**config.mk**
```make
export PLATFORM = sky130hd
export DESIGN_NAME = serial_bit_source_flat
export DESIGN_NICKNAME = d
export VERILOG_FILES = /design/src/rtl/serial_src_pkg.sv /design/src/rtl/serial_bit_source_if.sv /design/src/rtl/serial_src_hold.sv /design/src/rtl/serial_bit_source.sv /design/src/flat_wrapper.sv
export SDC_FILE = /design/constraint.sdc
export NUM_CORES = 1
export LEC_CHECK = 0
export BUFFER_PORTS_ARGS = -buffer_cell sky130_fd_sc_hd__buf_2
export CORE_ASPECT_RATIO = 1.1
export CORE_UTILIZATION = 54
export CTS_BUF_LIST = sky130_fd_sc_hd__clkbuf_4 sky130_fd_sc_hd__clkbuf_8 sky130_fd_sc_hd__clkbuf_16
export CTS_CLUSTER_SIZE = 8
export DETAILED_ROUTE_END_ITERATION = 10
export PLACE_DENSITY = 0.78
export REMOVE_ABC_BUFFERS = 1
export SYNTH_ARGS = -nofsm -noshare
export SYNTH_HDL_FRONTEND = slang
export SYNTH_SLANG_ARGS = --single-unit
```
**constraint.sdc**
```tcl
create_clock -name clk -period 3.45 [get_ports clk]
set_clock_uncertainty 0.15 [all_clocks]
set_input_delay 0.345 -clock clk [delete_from_list [all_inputs] [get_ports clk]]
set_output_delay 0.345 -clock clk [all_outputs]
set_load 0.03 [all_outputs]
```
**src/rtl/serial_src_pkg.sv**
```systemverilog
// -----------------------------------------------------------------------------
// serial_src_pkg
// Shared definitions for the serial bit source:
//   state_t  - shifter FSM state encoding
//   GAP_W    - width of the inter-word idle-gap counter
//   next_bit - selects the bit currently presented at the serial output end
// -----------------------------------------------------------------------------
package serial_src_pkg;

  typedef enum logic [1:0] {
    S_IDLE  = 2'b00,
    S_SHIFT = 2'b01,
    S_GAP   = 2'b10
  } state_t;

  localparam int GAP_W = 4;

  // shift_reg is passed zero-extended to 32 bits so one function serves every
  // WIDTH; width tells it where the MSB of the real word sits.
  function automatic logic next_bit(input logic [31:0] shift_reg,
                                    input int          width,
                                    input bit          msb_first);
    if (msb_first) return shift_reg[5'(width - 1)];
    return shift_reg[0];
  endfunction

endpackage

```
**src/rtl/serial_bit_source_if.sv**
```systemverilog
// -----------------------------------------------------------------------------
// serial_bit_source_if
// Parallel word handshake into the serial bit source.
//   in_data  - word to serialize
//   in_valid - in_data is valid
//   in_ready - source can take a word; transfer on in_valid && in_ready at clk
// Modports: master = word producer, slave = serial_bit_source.
// -----------------------------------------------------------------------------
interface serial_bit_source_if #(
  parameter int WIDTH = 8
) ();

  logic [WIDTH-1:0] in_data;
  logic             in_valid;
  logic             in_ready;

  modport master (
    output in_data,
    output in_valid,
    input  in_ready
  );

  modport slave (
    input  in_data,
    input  in_valid,
    output in_ready
  );

endinterface

```
**src/rtl/serial_src_hold.sv**
```systemverilog
// -----------------------------------------------------------------------------
// serial_src_hold
// One-word holding register between the parallel handshake and the shifter.
//   clk, reset - clock, asynchronous active-high reset
//   in_data    - word offered by the producer
//   in_valid   - producer handshake valid
//   in_ready   - register empty and not in reset
//   take       - shifter consumes the held word at this edge
//   hold_full  - a word is held
//   hold_data  - the held word
// The data register is not reset; only hold_full qualifies it.
// -----------------------------------------------------------------------------
module serial_src_hold #(
  parameter int WIDTH = 8
) (
  input  logic             clk,
  input  logic             reset,
  input  logic [WIDTH-1:0] in_data,
  input  logic             in_valid,
  output logic             in_ready,
  input  logic             take,
  output logic             hold_full,
  output logic [WIDTH-1:0] hold_data
);

  logic accept;

  // Ready drops combinationally with reset so nothing is accepted while the
  // block is held in reset.
  assign in_ready = !hold_full && !reset;
  assign accept   = in_valid && in_ready;

  // accept and take are mutually exclusive: take needs hold_full, accept needs
  // !hold_full.
  always_ff @(posedge clk or posedge reset) begin
    if (reset) begin
      hold_full <= 1'b0;
    end else if (accept) begin
      hold_full <= 1'b1;
    end else if (take) begin
      hold_full <= 1'b0;
    end
  end

  always_ff @(posedge clk) begin
    if (accept) begin
      hold_data <= in_data;
    end
  end

endmodule

```
**src/rtl/serial_bit_source.sv**
```systemverilog
// -----------------------------------------------------------------------------
// serial_bit_source
// Serializes parallel words into a qualified one-bit stream for the Moore
// sequence detectors.
// Parameters:
//   WIDTH     - bits per word (2..32)
//   MSB_FIRST - 1: bit WIDTH-1 leaves first, 0: bit 0 leaves first
//   IDLE_BIT  - dout value whenever dout_valid is low
//   GAP       - idle cycles inserted after every word (0..15)
// Ports:
//   clk, reset - clock, asynchronous active-high reset
//   in_if      - word handshake (slave side)
//   dout       - serial bit (drives detector din)
//   dout_valid - dout carries a data bit
//   sof        - first bit of a word
//   busy       - shifting, in a gap, or a word is held
// All serial outputs decode from registers only.
// -----------------------------------------------------------------------------
module serial_bit_source
  import serial_src_pkg::*;
#(
  parameter int WIDTH     = 8,
  parameter bit MSB_FIRST = 1'b1,
  parameter bit IDLE_BIT  = 1'b0,
  parameter int GAP       = 0
) (
  input  logic                       clk,
  input  logic                       reset,
  serial_bit_source_if.slave         in_if,
  output logic                       dout,
  output logic                       dout_valid,
  output logic                       sof,
  output logic                       busy
);

  localparam int                CNT_W      = $clog2(WIDTH);
  localparam logic [CNT_W-1:0]  LAST_BIT   = CNT_W'(WIDTH - 1);
  localparam logic [GAP_W-1:0]  GAP_RELOAD = GAP_W'((GAP > 0) ? GAP - 1 : 0);

  state_t             state_q, state_d;
  logic [WIDTH-1:0]   shift_q, shift_d;
  logic [CNT_W-1:0]   bit_cnt_q, bit_cnt_d;
  logic [GAP_W-1:0]   gap_cnt_q, gap_cnt_d;
  logic               take;
  logic               hold_full;
  logic [WIDTH-1:0]   hold_data;
  logic               hold_ready;

  serial_src_hold #(
    .WIDTH (WIDTH)
  ) u_hold (
    .clk       (clk),
    .reset     (reset),
    .in_data   (in_if.in_data),
    .in_valid  (in_if.in_valid),
    .in_ready  (hold_ready),
    .take      (take),
    .hold_full (hold_full),
    .hold_data (hold_data)
  );

  assign in_if.in_ready = hold_ready;

  always_comb begin
    state_d   = state_q;
    shift_d   = shift_q;
    bit_cnt_d = bit_cnt_q;
    gap_cnt_d = gap_cnt_q;
    take      = 1'b0;

    case (state_q)
      S_IDLE: begin
        if (hold_full) begin
          take      = 1'b1;
          shift_d   = hold_data;
          bit_cnt_d = '0;
          state_d   = S_SHIFT;
        end
      end

      S_SHIFT: begin
        shift_d   = MSB_FIRST ? (shift_q << 1) : (shift_q >> 1);
        bit_cnt_d = bit_cnt_q + CNT_W'(1);
        if (bit_cnt_q == LAST_BIT) begin
          // The counter is reloaded explicitly so it never relies on
          // power-of-two wrap.
          bit_cnt_d = '0;
          if (GAP > 0) begin
            state_d   = S_GAP;
            gap_cnt_d = GAP_RELOAD;
          end else if (hold_full) begin
            // Back-to-back reload keeps dout_valid high with no bubble.
            take    = 1'b1;
            shift_d = hold_data;
          end else begin
            state_d = S_IDLE;
          end
        end
      end

      S_GAP: begin
        if (gap_cnt_q != '0) begin
          gap_cnt_d = gap_cnt_q - GAP_W'(1);
        end else if (hold_full) begin
          take      = 1'b1;
          shift_d   = hold_data;
          bit_cnt_d = '0;
          state_d   = S_SHIFT;
        end else begin
          state_d = S_IDLE;
        end
      end

      default: begin
        state_d = S_IDLE;
      end
    endcase
  end

  always_ff @(posedge clk or posedge reset) begin
    if (reset) begin
      state_q   <= S_IDLE;
      bit_cnt_q <= '0;
      gap_cnt_q <= '0;
    end else begin
      state_q   <= state_d;
      bit_cnt_q <= bit_cnt_d;
      gap_cnt_q <= gap_cnt_d;
    end
  end

  // Shift data is qualified by state, so it carries no reset.
  always_ff @(posedge clk) begin
    shift_q <= shift_d;
  end

  assign dout_valid = (state_q == S_SHIFT);
  assign dout       = dout_valid ? next_bit(32'(shift_q), WIDTH, MSB_FIRST) : IDLE_BIT;
  assign sof        = dout_valid && (bit_cnt_q == '0);
  assign busy       = (state_q != S_IDLE) || hold_full;

endmodule

```
**src/flat_wrapper.sv**
```systemverilog
// flat-port wrapper written by rule: the top's interface ports become plain ports
module serial_bit_source_flat import serial_src_pkg::*;
#(
  parameter int WIDTH     = 8,
  parameter bit MSB_FIRST = 1'b1,
  parameter bit IDLE_BIT  = 1'b0,
  parameter int GAP       = 0
)
  (clk, reset, dout, dout_valid, sof, busy, in_if_in_data, in_if_in_valid, in_if_in_ready);
  serial_bit_source_if #(.WIDTH(WIDTH)) in_if_i ();
  input  logic clk;
  input  logic reset;
  output logic dout;
  output logic dout_valid;
  output logic sof;
  output logic busy;
  input wire logic [$bits(in_if_i.in_data)-1:0] in_if_in_data;
  input wire logic [$bits(in_if_i.in_valid)-1:0] in_if_in_valid;
  output wire logic [$bits(in_if_i.in_ready)-1:0] in_if_in_ready;
  assign in_if_i.in_data = in_if_in_data;
  assign in_if_i.in_valid = in_if_in_valid;
  assign in_if_in_ready = in_if_i.in_ready;
  serial_bit_source #(.WIDTH(WIDTH), .MSB_FIRST(MSB_FIRST), .IDLE_BIT(IDLE_BIT), .GAP(GAP)) u_core (.clk(clk), .reset(reset), .in_if(in_if_i), .dout(dout), .dout_valid(dout_valid), .sof(sof), .busy(busy));
endmodule
```
==> results of run 1 <==
-- Yosys cell counts, types with 2 or more instances --
cell type and count:
nor2_1 2, ha_1 3, edfxtp_1 16, dfrtp_1 5, mux2_2 8, inv_1 5
-- through the flow --
stage | power (mW) | cell area, sq um | setup WS, ns | hold WS [ns] | cells
2_1_floorplan | 0.684 | 851 | 1.66 | -0.0265 | 49
3_3_place_gp | 0.751 | 953 | 1.58 | 0.121 | 81
3_5_place_dp | 0.766 | 953 | 1.56 | 0.127 | 81
4_1_cts | 0.884 | 993 | 1.43 | 0.0656 | 86
5_1_grt | 0.928 | 993 | 1.35 | 0.0547 | 86
6_report | 0.875 | 993 | 1.46 | 0.0701 | 86
-- area by class of cell --
| class | instances | area, sq um |
|---|---|---|
| inverter | 5 | 18.8 |
| clock buffer | 4 | 30.0 |
| sequential | 21 | 606 |
| fill | 103 | 443 |
| timing repair buffer | 17 | 92.6 |
| tap | 16 | 20.0 |
| multi-input combinational | 23 | 226 |
-- power by group --
| group | switching, mW | internal (mW) | total, mW |
|---|---|---|---|
| Clock | 0.0656 | 0.0528 | 0.118 |
| Combinational | 0.157 | 0.163 | 0.320 |
| Sequential | 0.0574 | 0.380 | 0.437 |
| Total | 0.280 | 0.595 | 0.875 |
-- final timing paths --
check / start / to / slack [ns] / depth (start not counted)
worst max-delay path: u_core.state_q[0] / busy / 1.46 / 3
worst min-delay path: in_if_in_data[0] / u_core.u_hold.hold_data[0] / 0.07 / 1
worst max register to register: u_core.bit_cnt_q[0] / u_core.shift_q[1] / 1.56 / 4
worst min register to register: u_core.bit_cnt_q[2] / u_core.bit_cnt_q[2] / 0.40 / 1
max in group asynchronous: reset / u_core.bit_cnt_q[2] / 2.62 / 3
min in group asynchronous: reset / u_core.state_q[0] / 0.35 / 3
-- logic make-up (layout without fill, tap and decap cells) --
family	count (synthesis)	count (layout)	synth area share
adder cells (fa/ha/maj)	3	3	0.0433
flip-flops	21	21	0.698
multiplexers	8	8	0.104
buffers and inverters	7	26	0.0404
AND/OR/NAND/NOR	7	7	0.0520
AO/OA/AOI/OAI	5	5	0.0621
-- routing by layer --
metal / up-vias / wire length (microns)
met5: - / 0
met2: 15 / 569
met1: 208 / 535
met4: 0 / 7
met3: 2 / 47
li1: 221 / -
-- flip-flops by register name, indices dropped and copies added, names as in the netlist --
register                 count
u_core.u_hold.hold_data      8
u_core.u_hold.hold_full      1
u_core.state_q               1
u_core.shift_q               8
u_core.bit_cnt_q             3
-- placed cells by master, fill, tap and decap left out --
master,count
clkbuf_4,4
a31o_2,1
a21boi_4,1
nor3b_1,1
edfxtp_1,16
mux2_2,8
and3b_2,1
dlygate4sd3_1,1
and2_2,1
inv_1,5
a21o_2,1
and2b_2,1
buf_4,1
ha_1,3
buf_2,15
nand2_1,1
o31ai_1,1
nor2_1,2
dfrtp_1,5
a22o_2,1
==> reports/results.tsv, run 1 <==
metric	value	unit
DRT iter0 DRCs	6	
top post-synthesis cells by area	edfxtp_1, dfrtp_1, mux2_2	
number of vias in the routed layout	446	
# DRC	0	
share of cells above drive strength 1	0.500	
Chip Height	44.0	microns
initial antenna violation count	0	
CTS sink cnt	21	
GRT Total Usage	0.162	
area leader, netlist	edfxtp_1	
Die Span X	40.2	microns
first-pass detailed-route iteration total	4	
CTS Buffer Depth	2	
die area	1770	sq um
routability congestion estimate	0.696	
clock-pin slew on the worst setup and hold paths	0.10	ns
Synth Warn #	0	
ys flop type	edfxtp_1	
number of synthesized flops with an enable pin	16	
Syn Inst Count	51	
CP Data Arrival Time	1.50	ns
setup bufs post-CTS	0	
sequential share of the synthesized area	0.698	
port buffer count	15	
asr flop ratio synth	0.238	
final setup fails	0	
slowest CP cell	dfrtp_1	
number of global-route vias before repair	444	
Crit Path Max Fanout	11	
drt total wl	1.16	mm
Max Clock Freq	501	MHz
Setup CP Type	reg2out	
antenna viol nets, final	0	
Starting Density	0.604	
Yosys reg bits	21	
cts repair resizes	0	
# nets final	85	
Mapped Area	867	sq um
CTS Hold Buffers Added	1	
final worst-path cycle share	0.578	
endpoint class of the critical path	primary output	
Final Max Slew Viols	0	
Slew Limit Headroom	0.781	
most used routing layer	met2	
Max-cap violations	0	
Mapped Avg Cell Area	17.0	sq um
status	finished clean	
GR Util met3	0.0302	
vias per cell	5.19	
Synth cell types	18	
routing usage on met2	0.245	
Layout area overhead	14.6	%
min Tclk post-route	1.99	ns
CP required	2.95	ns
Max VDD drop	0.546	mV
Avg WL per Cell	13.5	microns
TNS Setup	0	ns
clk_lat worst skew	0.29	ns
# diodes	0	
unrepaired setup endpoints after global routing	no	
area share of the largest cell type after synthesis	0.554	
Critical Path, Cell by Cell	nor2_1 > inv_1 > buf_2	
Core ar.	1440	sq um
Num CTS Buffers	3	
worst path buffer plus inverter count	2	
met1 Use GR	0.216	
CP Launch Type	flop	
root cell of the clock tree	clkbuf_4	
row count	14	
gr ovfl total	0	
CP max stage delay	0.55	ns
Fin. Hold Viols	0	
first-pass GRT wire length	1.86	mm
CTS tree	done	
final core occ	0.692	
Detailed Place HPWL	865	microns
Leak Pwr	0.436	nW
# H-tree levels	1	
Worst-Margin Slew	0.328	ns
I/O Pins	16	
HP Class	in2reg	
critical path's top delay family	flip-flops	
largest net degree at the start of global routing	12	
Pwr Density	881	nW/um^2
No activity file was read; power rests on OpenSTA's default activity.
==> run 2: changes to the inputs <==
CORE_UTILIZATION = 47   (was 54)
PLACE_DENSITY = 0.72   (was 0.78)
clock period = 1.65 ns   (was 3.45 ns; I/O delays follow)
==> reports/results.tsv, run 2 (synthesized netlist as in run 1, its figures left out) <==
metric	value	unit
CP Launch Type	flop	
final setup fails	9	
Crit Path Max Fanout	5	
TNS Setup	-0.860	ns
antenna viol nets, final	0	
Leak Pwr	0.525	nW
final core occ	0.727	
biggest regs	u_core.shift_q (8), u_core.u_hold.hold_data (8), u_core.bit_cnt_q (3)	
Detailed Place HPWL	877	microns
CP endpoint	u_core.shift_q[3]	
die area	2020	sq um
Layout area overhead	38.5	%
DP Worst Slack	-0.242	ns
Core ar.	1650	sq um
number of vias in the routed layout	502	
Die Span X	43.0	microns
RR Endpoint	u_core.shift_q[3]	
I/O Pins	16	
Fin. Hold Viols	0	
Chip Height	47.0	microns
CP Data Arrival Time	1.70	ns
Multi-input gate area	274	sq um
share of cells above drive strength 1	0.541	
Max-cap violations	0	
GRT Total Usage	0.165	
final worst-path cycle share	1.08	
reg-to-reg slack, setup	-0.13	ns
Avg WL per Cell	14.2	microns
min Tclk post-route	1.78	ns
Worst-Margin Slew	0.226	ns
Pwr Density	1820	nW/um^2
routability congestion estimate	0.749	
Starting Density	0.525	
# nets final	100	
CTS sink cnt	21	
# DRC	0	
Num CTS Buffers	3	
fillers	115	
largest net degree at the start of global routing	14	
endpoint class of the critical path	flop	
vias per cell	4.92	
CP required	1.57	ns
drt total wl	1.45	mm
Slew Limit Headroom	0.848	
r2r startpoint	u_core.bit_cnt_q[1]	
status	finished, violations left	
Max VDD drop	0.974	mV
HP Class	in2async	
Max Clock Freq	560	MHz
initial antenna violation count	0	
most common cell after layout, fill and taps aside	edfxtp_1	
CTS Buffer Depth	2	
row count	15	
FF+latch area	606	sq um
most frequent cells in the layout	edfxtp_1, buf_2, dlygate4sd3_1, buf_4, dfrtp_1	
Setup CP Type	reg2reg	
failing checks	setup timing	
CTS tree	done	
clock-pin slew on the worst setup and hold paths	0.12	ns
# H-tree levels	1	
first-pass GRT wire length	2.25	mm
first-pass detailed-route iteration total	4	
CP Launch Point	u_core.bit_cnt_q[1]	
root cell of the clock tree	clkbuf_4	
unrepaired setup endpoints after global routing	yes	
Worst Reg-to-Reg Cells	5	
# diodes	0	
Final Max Slew Viols	0	
clk_lat worst skew	0.30	ns
number of global-route vias before repair	498	
DRT iter0 DRCs	7	
setup ws final	-0.134	ns
gr ovfl total	0	
port buffer count	15	
## run 2: changes by cell type in the layout (fill, tap and decap cells not counted), sizes merged
cell / change
clkbuf: -1
dlygate4sd3: +8
clkinvlp: +1
buf: +7
## run 2: worst min-delay path by stage
stage          startpoint                      end  depth (start not counted)
2_1_floorplan       reset      u_core.bit_cnt_q[0]                          1
3_3_place_gp        reset  u_core.u_hold.hold_full                          2
3_5_place_dp        reset      u_core.bit_cnt_q[1]                          2
4_1_cts             reset        u_core.state_q[0]                          3
5_1_grt             reset        u_core.state_q[0]                          3
6_report            reset        u_core.state_q[0]                          3
## run 2: area by class of cell
type	instances	share of cell area
Clock buffer	3	0.0188
Clock inverter	1	0.00625
Inverter	5	0.0156
Multi-Input combinational cell	23	0.228
Sequential cell	21	0.504
Tap cell	17	0.0177
Timing Repair Buffer	32	0.209
## run 2: timing repair
action / 4_1_cts / 5_1_grt
hold buffers: 9 / 0
pin swaps: 1 / 0
endpoints found under the hold margin: 13 / 0
resized for setup: 13 / 2
setup endpoints to repair: 10 / 10
buffers inserted: 2 / 0
## run 2: stage by stage
| stage | hold WS, ns | std cells | power (mW) | area, sq um |
|---|---|---|---|---|
| floorplan | -0.206 | 49 | 1.43 | 851 |
| global placement | -0.0606 | 87 | 1.68 | 1000 |
| detailed placement | -0.0562 | 87 | 1.70 | 1000 |
| CTS | 0.149 | 102 | 2.17 | 1190 |
| global route | 0.190 | 102 | 2.30 | 1200 |
| finish | 0.170 | 102 | 2.19 | 1200 |
## run 2: worst max-delay path, stage by stage, from the launching register on
cell      delay (ns)
dfrtp_1         0.44
ha_4            0.18
ha_4            0.16
a21boi_4        0.15
buf_6           0.14
mux2_2          0.33
## run 2: per-layer routing
layer	share of wire	vias up	GRT usage	wire, microns
met4	0.0083	0	0.109	12
met1	0.48	240	0.213	690
li1	-	251	-	-
met5	0	-	0	0
met2	0.49	9	0.267	709
met3	0.024	2	0.0231	35
## run 2: report_power, final
| group | internal (mW) | switching, mW |
|---|---|---|
| clock network | 0.0923 | 0.157 |
| logic | 0.584 | 0.468 |
| registers | 0.796 | 0.0893 |
| total | 1.47 | 0.714 |
==> run 3: changes to the inputs <==
CAP_MARGIN = 10   (was not set)
CORE_MARGIN = 2   (was not set)
==> reports/results.tsv, run 3 (synthesized netlist as in run 1, its figures left out) <==
metric	value	unit
CTS sink cnt	21	
Layout area overhead	36.2	%
DRT iter0 DRCs	4	
CTS Buffer Depth	2	
status	finished, violations left	
Core ar.	1760	sq um
clk_lat worst skew	0.29	ns
Leak Pwr	0.525	nW
DP Cell Count	86	
antenna viol nets, final	0	
row count	16	
Starting Density	0.492	
min Tclk post-route	1.77	ns
Die Span X	45.0	microns
Crit Path Max Fanout	8	
r2r startpoint	u_core.bit_cnt_q[1]	
Max VDD drop	1.04	mV
final core occ	0.670	
HP Class	in2async	
post-route non-filler standard cell count	101	
Num CTS Buffers	3	
number of global-route vias before repair	504	
GRT Total Usage	0.147	
TNS Setup	-0.783	ns
Slew Limit Headroom	0.865	
share of cells above drive strength 1	0.566	
setup ws final	-0.117	ns
Fin. Hold Viols	0	
die area	2200	sq um
Hold WS	0.170	ns
first-pass detailed-route iteration total	2	
# diodes	0	
Pwr Density	1820	nW/um^2
routability congestion estimate	0.755	
Worst Reg-to-Reg Cells	5	
I/O Pins	16	
gr ovfl total	0	
most frequent cells in the layout	edfxtp_1, buf_2, dlygate4sd3_1, mux2_4	
design area	1180	sq um
Chip Height	49.0	microns
Max Clock Freq	566	MHz
Final Max Slew Viols	0	
failing checks	setup timing	
# DRC	0	
# nets final	98	
reg-to-reg slack, setup	-0.12	ns
DP Worst Slack	-0.238	ns
Setup CP Type	reg2reg	
final worst-path cycle share	1.07	
clock-pin slew on the worst setup and hold paths	0.10	ns
RR Endpoint	u_core.shift_q[7]	
first-pass GRT wire length	2.23	mm
Max-cap violations	0	
drt total wl	1.42	mm
CTS tree	done	
Worst-Margin Slew	0.201	ns
biggest regs	u_core.shift_q (8), u_core.u_hold.hold_data (8), u_core.bit_cnt_q (3)	
unrepaired setup endpoints after global routing	yes	
Detailed Place HPWL	841	microns
largest net degree at the start of global routing	13	
most common cell after layout, fill and taps aside	edfxtp_1	
Avg WL per Cell	14.0	microns
CP required	1.55	ns
endpoint class of the critical path	flop	
# H-tree levels	1	
initial antenna violation count	0	
CP Launch Type	flop	
port buffer count	15	
vias per cell	4.90	
Placed Area	978	sq um
number of vias in the routed layout	495	
final setup fails	8	
CP Data Arrival Time	1.67	ns
total power	2.15	mW
root cell of the clock tree	clkbuf_4	
-- run 3: worst max-delay path, stage by stage, from the launching register on --
cell,delay (ns)
dfrtp_1,0.40
ha_2,0.20
ha_4,0.17
a21boi_4,0.16
buf_12,0.15
mux2_4,0.30
-- run 3: metal layers --
metal	GRT usage	up-vias	wire, microns	share of wire
met3	0.0333	0	51	0.036
met1	0.190	233	646	0.46
met5	0	-	0	0
li1	-	250	-	-
met4	0.0588	0	0	0
met2	0.236	12	718	0.51
-- run 3: cell type report --
cell class                      instances  area (sq um)
Inverter                                5          18.8
Tap cell                               18          22.5
Clock buffer                            3          22.5
Sequential cell                        21           607
Timing Repair Buffer                   30           233
Clock inverter                          1          5.00
Multi-Input combinational cell         23           273
Fill cell                             124           581
-- run 3: worst max-delay path by stage --
stage                              startpoint                 to  slack [ns]  cells past startpoint
after global routing      u_core.bit_cnt_q[1]  u_core.shift_q[7]       -0.15                      5
after global placement    u_core.bit_cnt_q[0]  u_core.shift_q[6]       -0.19                      4
after detailed placement  u_core.bit_cnt_q[0]  u_core.shift_q[1]       -0.24                      4
after CTS                 u_core.bit_cnt_q[1]  u_core.shift_q[7]       -0.10                      5
after floorplan           u_core.bit_cnt_q[0]  u_core.shift_q[1]       -0.14                      4
final                     u_core.bit_cnt_q[1]  u_core.shift_q[7]       -0.12                      5
-- run 3: report_power, final --
group | internal (mW) | switching (mW)
Combinational | 0.581 | 0.434
Clock | 0.0901 | 0.142
Sequential | 0.799 | 0.106
-- run 3: what timing repair did --
action,CTS,global route
endpoints found under the hold margin,13,0
resized for setup,13,5
setup endpoints to repair,10,10
hold buffers,9,0
setup buffers,1,1
pin swaps,3,1
